`src/rtl/instruction_fetch_if.sv`:
```
// Bus between the fetch stage and its surroundings: instruction memory port,
// branch/stall control from later stages and the IF/ID register outputs.
interface instruction_fetch_if #(
    parameter int B = 32
);
    logic         PCSrc;
    logic [B-1:0] pc_branch;
    logic         stall;
    logic [B-1:0] imem_addr;
    logic [B-1:0] imem_data;
    logic [B-1:0] instruction;
    logic [B-1:0] pc_incrementado_out;
    logic         halted;

    modport master (
        input  PCSrc, pc_branch, stall, imem_data,
        output imem_addr, instruction, pc_incrementado_out, halted
    );

    modport slave (
        output PCSrc, pc_branch, stall, imem_data,
        input  imem_addr, instruction, pc_incrementado_out, halted
    );
endinterface

```
`src/rtl/instruction_fetch.sv`:
```
// Instruction fetch stage: PC register, IF/ID pipeline register and RUN/HALT FSM.
// Optional IF_STEP_MODE_EN adds a step port; state then only updates on edges with step=1.
module instruction_fetch #(
    parameter int           B        = 32,
    parameter logic [B-1:0] RESET_PC = '0
) (
    input  logic clk,
    input  logic rst_n,
`ifdef IF_STEP_MODE_EN
    input  logic step,
`endif
    instruction_fetch_if.master bus
);

    typedef enum logic {RUN, HALT} state_t;

    localparam logic [B-1:0] PC_STEP   = B'(4);
    localparam logic [5:0]   HALT_OPC  = 6'b111111;

    state_t       state, state_next;
    logic [B-1:0] pc, pc_next;
    logic [B-1:0] instr_q, instr_next;
    logic [B-1:0] pc_inc_q, pc_inc_next;
    logic [B-1:0] pc_plus4;
    logic         update_en;

    assign pc_plus4 = pc + PC_STEP;

`ifdef IF_STEP_MODE_EN
    assign update_en = step;
`else
    assign update_en = 1'b1;
`endif

    // NOTE: every variable gets its hold value first so no path through this block infers a latch.
    always_comb begin
        state_next  = state;
        pc_next     = pc;
        instr_next  = instr_q;
        pc_inc_next = pc_inc_q;

        if (update_en) begin
            if (bus.PCSrc) begin
                // Redirect wins over stall and discards whatever is being fetched, halt opcode included.
                pc_next     = bus.pc_branch;
                instr_next  = '0;
                pc_inc_next = '0;
                state_next  = RUN;
            end else if (state == HALT) begin
                instr_next  = '0;
                pc_inc_next = '0;
            end else if (!bus.stall) begin
                instr_next  = bus.imem_data;
                pc_inc_next = pc_plus4;
                if (bus.imem_data[31:26] == HALT_OPC) begin
                    state_next = HALT;
                end else begin
                    pc_next = pc_plus4;
                end
            end
        end
    end

    // NOTE: sequential state uses non-blocking assignments; reset is asynchronous and active-low.
    always_ff @(posedge clk or negedge rst_n) begin
        if (!rst_n) begin
            state    <= RUN;
            pc       <= RESET_PC;
            instr_q  <= '0;
            pc_inc_q <= '0;
        end else begin
            state    <= state_next;
            pc       <= pc_next;
            instr_q  <= instr_next;
            pc_inc_q <= pc_inc_next;
        end
    end

    assign bus.imem_addr           = pc;
    assign bus.instruction         = instr_q;
    assign bus.pc_incrementado_out = pc_inc_q;
    assign bus.halted              = (state == HALT);

endmodule

```
`src/flat_wrapper.sv`:
```
// flat-port wrapper written by rule: the top's interface ports become plain ports
module instruction_fetch_flat 
#(
    parameter int           B        = 32,
    parameter logic [B-1:0] RESET_PC = '0
)
  (clk, rst_n, bus_PCSrc, bus_pc_branch, bus_stall, bus_imem_data, bus_imem_addr, bus_instruction, bus_pc_incrementado_out, bus_halted);
  instruction_fetch_if #(.B(B)) bus_i ();
  input  logic clk;
  input  logic rst_n;
  input wire logic [$bits(bus_i.PCSrc)-1:0] bus_PCSrc;
  input wire logic [$bits(bus_i.pc_branch)-1:0] bus_pc_branch;
  input wire logic [$bits(bus_i.stall)-1:0] bus_stall;
  input wire logic [$bits(bus_i.imem_data)-1:0] bus_imem_data;
  output wire logic [$bits(bus_i.imem_addr)-1:0] bus_imem_addr;
  output wire logic [$bits(bus_i.instruction)-1:0] bus_instruction;
  output wire logic [$bits(bus_i.pc_incrementado_out)-1:0] bus_pc_incrementado_out;
  output wire logic [$bits(bus_i.halted)-1:0] bus_halted;
  assign bus_i.PCSrc = bus_PCSrc;
  assign bus_i.pc_branch = bus_pc_branch;
  assign bus_i.stall = bus_stall;
  assign bus_i.imem_data = bus_imem_data;
  assign bus_imem_addr = bus_i.imem_addr;
  assign bus_instruction = bus_i.instruction;
  assign bus_pc_incrementado_out = bus_i.pc_incrementado_out;
  assign bus_halted = bus_i.halted;
  instruction_fetch #(.B(B), .RESET_PC(RESET_PC)) u_core (.clk(clk), .rst_n(rst_n), .bus(bus_i));
endmodule
```
`config.mk`:
```
export PLATFORM = sky130hd
export DESIGN_NAME = instruction_fetch_flat
export DESIGN_NICKNAME = d
export VERILOG_FILES = /design/src/rtl/instruction_fetch_if.sv /design/src/rtl/instruction_fetch.sv /design/src/flat_wrapper.sv
export SDC_FILE = /design/constraint.sdc
export NUM_CORES = 1
export LEC_CHECK = 0
export CAP_MARGIN = 5
export CORE_MARGIN = 2
export CORE_UTILIZATION = 30
export CTS_CLUSTER_SIZE = 16
export DETAILED_ROUTE_END_ITERATION = 10
export HOLD_SLACK_MARGIN = 0.1
export SYNTH_ARGS = -nofsm -noshare
export SYNTH_HDL_FRONTEND = slang
export SYNTH_SLANG_ARGS = --single-unit
```
`constraint.sdc`:
```
create_clock -name clk -period 2.7 [get_ports clk]
set_input_delay 0.81 -clock clk [delete_from_list [all_inputs] [get_ports clk]]
set_output_delay 0.81 -clock clk [all_outputs]
set_load 0.1 [all_outputs]
```
==> results.md <==
* WP buf/inv at 0
* Post-synth top cells: dfrtp_1, nor2_1, o21ai_0
* Nets at 729
* Post-synth top flop: dfrtp_1
* DRT Wirelength at 15400 um
* DRT antenna net count at 0
* WP data arrival at 2.54 ns
* Crit Path Class: reg -> reg
* Setup bufs post-CTS at 0
* RR Startpoint: u_core.bus.imem_addr[3]
* Area Overhead vs Synth at 40.5%
* CP Cell Sequence: ha_1 > nand3_2 > nor4_4 > nand2_1 > xnor2_1 > a211oi_1
* Reg2reg setup slack at 0.42 ns
* Slew Viols, Final at 0
* Crit path required time at 2.96 ns
* Boundary Pins at 165
* Vias per Instance at 4.98
* Worst Setup EP: u_core.bus.pc_incrementado_out[18]
* Root buf cell: clkbuf_16
* Worst Setup SP: u_core.bus.imem_addr[3]
* Clock Skews at 0.00939 ns
* Slowest CP cell: nor4_4
* Reg2Reg Depth at 6
* Fin. Hold Viols at 0
* Post-DP Area at 0.00662 sq mm
* Fmax at 439 MHz
* Hold_buf cts at 0
* Per-cell routed wire length at 17.5 um
* Worst Tran Pin Value at 1.02 ns
* Antenna Cells at 0
* Initial antenna violation count at 0
* CP endpoint kind: register
* DRT iter0 DRCs at 309
* Die X at 132 um
* Pre-Repair DR Iteration Count at 4
* Power density over cell area at 699 mW/mm^2
* Cell count after synthesis at 502
* Share of layout cells above drive strength 1 at 23.8%
* YS warnings at 0
* Vias in the first global route at 4530
* Number of distinct library cells after synthesis at 51
* Syn Area/Cell at 9.82 sq um
* Slew HR at 31.8%
* Final Cycle Share at 84.4%
* Largest fanout on the critical path at 8
* Total CTS buffers at 9
* Fin crit period at 2.28 ns
* Area leader, netlist: dfrtp_1
* Total track usage at 17.8%
* Worst r2r dst: u_core.bus.pc_incrementado_out[18]
* Max_cap viols at 0
* WP depth at 6
* Rows at 46
* Cell family with most CP delay: simple AND/OR/NAND/NOR gates
* First-pass GRT wire length at 24700 um
* Top cell type's share of synthesized area at 49.3%
* Largest net degree at the start of global routing at 55
* Detailed placement HPWL at 11400 um
* Clock Latency Late Sink at 0.35 ns
* Via Count at 4389
* Post-CTS sizing at 0
* Placer congestion estimate at 0.844
* Clock tree from TritonCTS: built
* Maximum clock path buffer count at 2
* Setup TNS at 0 ns
* # DRC at 0
* Most frequent cell after synthesis: dfrtp_1
* VDD IR max at 0.399 mV
* Hold Crit Class: in -> async
* Input/output buffers at 164
* Post-synth EDFFs at 0
* Clk sinks at 97
* RSZ-0062 raised after global routing: no
* Total gr overflow at 0
* Clock transition at path regs at 0.08 ns
* Mapped Nets at 571
* Post-synth ARST share at 100%
* Syn Std Cell Area at 0.00493 sq mm
* Synth area leaders: dfrtp_1, mux2i_1, nor2_1
* H-Tree Level Count at 3
* CP peak stage delay at 0.52 ns
* Starting density of the core at 30.9%
* Register area share after synthesis at 49.3%
* Die Area at 0.0175 sq mm
* Pleak at 3.15 nW
* FF+latch count, synth at 97
* Die height at 132 um
* Design area at 0.00692 sq mm
* # setup viols final at 0
* Core area at 0.0159 sq mm
* Status: finished clean
* CP Launch Type: register
[cell usage in the layout, fill, tap and decap left out, types with 6 or more instances in the layout]
| cell | count |
|---|---|
| xor2_1 | 15 |
| mux2i_1 | 38 |
| nand3_1 | 10 |
| o21ai_0 | 41 |
| clkbuf_16 | 9 |
| nor2_1 | 69 |
| and3_1 | 9 |
| a21oi_1 | 38 |
| nor4_1 | 6 |
| dfrtp_1 | 97 |
| buf_4 | 113 |
| clkdlybuf4s50_1 | 64 |
| nand2_1 | 40 |
| xnor2_1 | 14 |
[how the worst min path moves through the flow]
stage | endpoint | depth (start not counted) | from | slack [ns]
global placement | u_core.bus.instruction[4] | 2 | u_core.bus.instruction[4] | 0.51
finish | u_core.bus.instruction[5] | 1 | rst_n | 0.25
floorplan | u_core.bus.halted | 0 | rst_n | 0.51
global route | u_core.bus.instruction[5] | 1 | rst_n | 0.24
detailed placement | u_core.bus.pc_incrementado_out[2] | 2 | u_core.bus.pc_incrementado_out[2] | 0.52
CTS | u_core.bus.instruction[5] | 1 | rst_n | 0.24
[layer usage]
metal  track usage (%)  vias to the layer above  wire length [um]
li1                  -                     2094                 -
met1              24.1                     2120              6880
met2              27.5                      141              7230
met3              3.88                       34               829
met4              7.43                        0               507
met5                 0                        -                 0
[through the flow]
| stage | setup slack [ns] | utilization (%) | hold slack (ns) | power [W] | cells |
|---|---|---|---|---|---|
| after floorplan | 0.0519 | - | 0.514 | 0.00304 | 502 |
| final | 0.420 | 43.4 | 0.254 | 0.00484 | 881 |
| after detailed placement | 0.0939 | 41.5 | 0.515 | 0.00354 | 865 |
| after global placement | 0.105 | 41.5 | 0.506 | 0.00352 | 865 |
| after CTS | 0.451 | 43.4 | 0.243 | 0.00488 | 881 |
| after global routing | 0.234 | 43.4 | 0.236 | 0.00505 | 881 |
[flip-flops by register name (all words and copies together) (netlist names)]
signal	count
u_core.bus.instruction	32
u_core.bus.pc_incrementado_out	32
u_core.bus.imem_addr	32
u_core.bus.halted	1
[power breakdown]
part           total (W)  internal (W)  switching [W]
registers        0.00174       0.00158       0.000162
clock network    0.00134      0.000729       0.000610
logic            0.00176      0.000440        0.00132
[layout make-up]
type	count	area [sq um]
Inverter	6	22.5
Fill cell	1543	9020
Tap cell	216	270
Timing Repair Buffer	182	1560
Multi-Input combinational cell	364	2340
Clock inverter	7	80.1
Sequential cell	97	2430
Clock buffer	9	225
[kinds of logic (layout without fill, tap and decap cells)]
| group | Yosys count | after routing | share of synthesized area (%) |
|---|---|---|---|
| AND/OR/NAND/NOR | 165 | 165 | 17.3 |
| XOR/XNOR | 29 | 29 | 5.16 |
| buffers and inverters | 41 | 204 | 3.38 |
| multiplexers | 40 | 40 | 8.18 |
| AO/OA/AOI/OAI | 129 | 129 | 16.4 |
| flip-flops | 97 | 97 | 49.3 |
| adder cells (fa/ha/maj) | 1 | 1 | 0.254 |
Power figures use the tool's default switching activity.
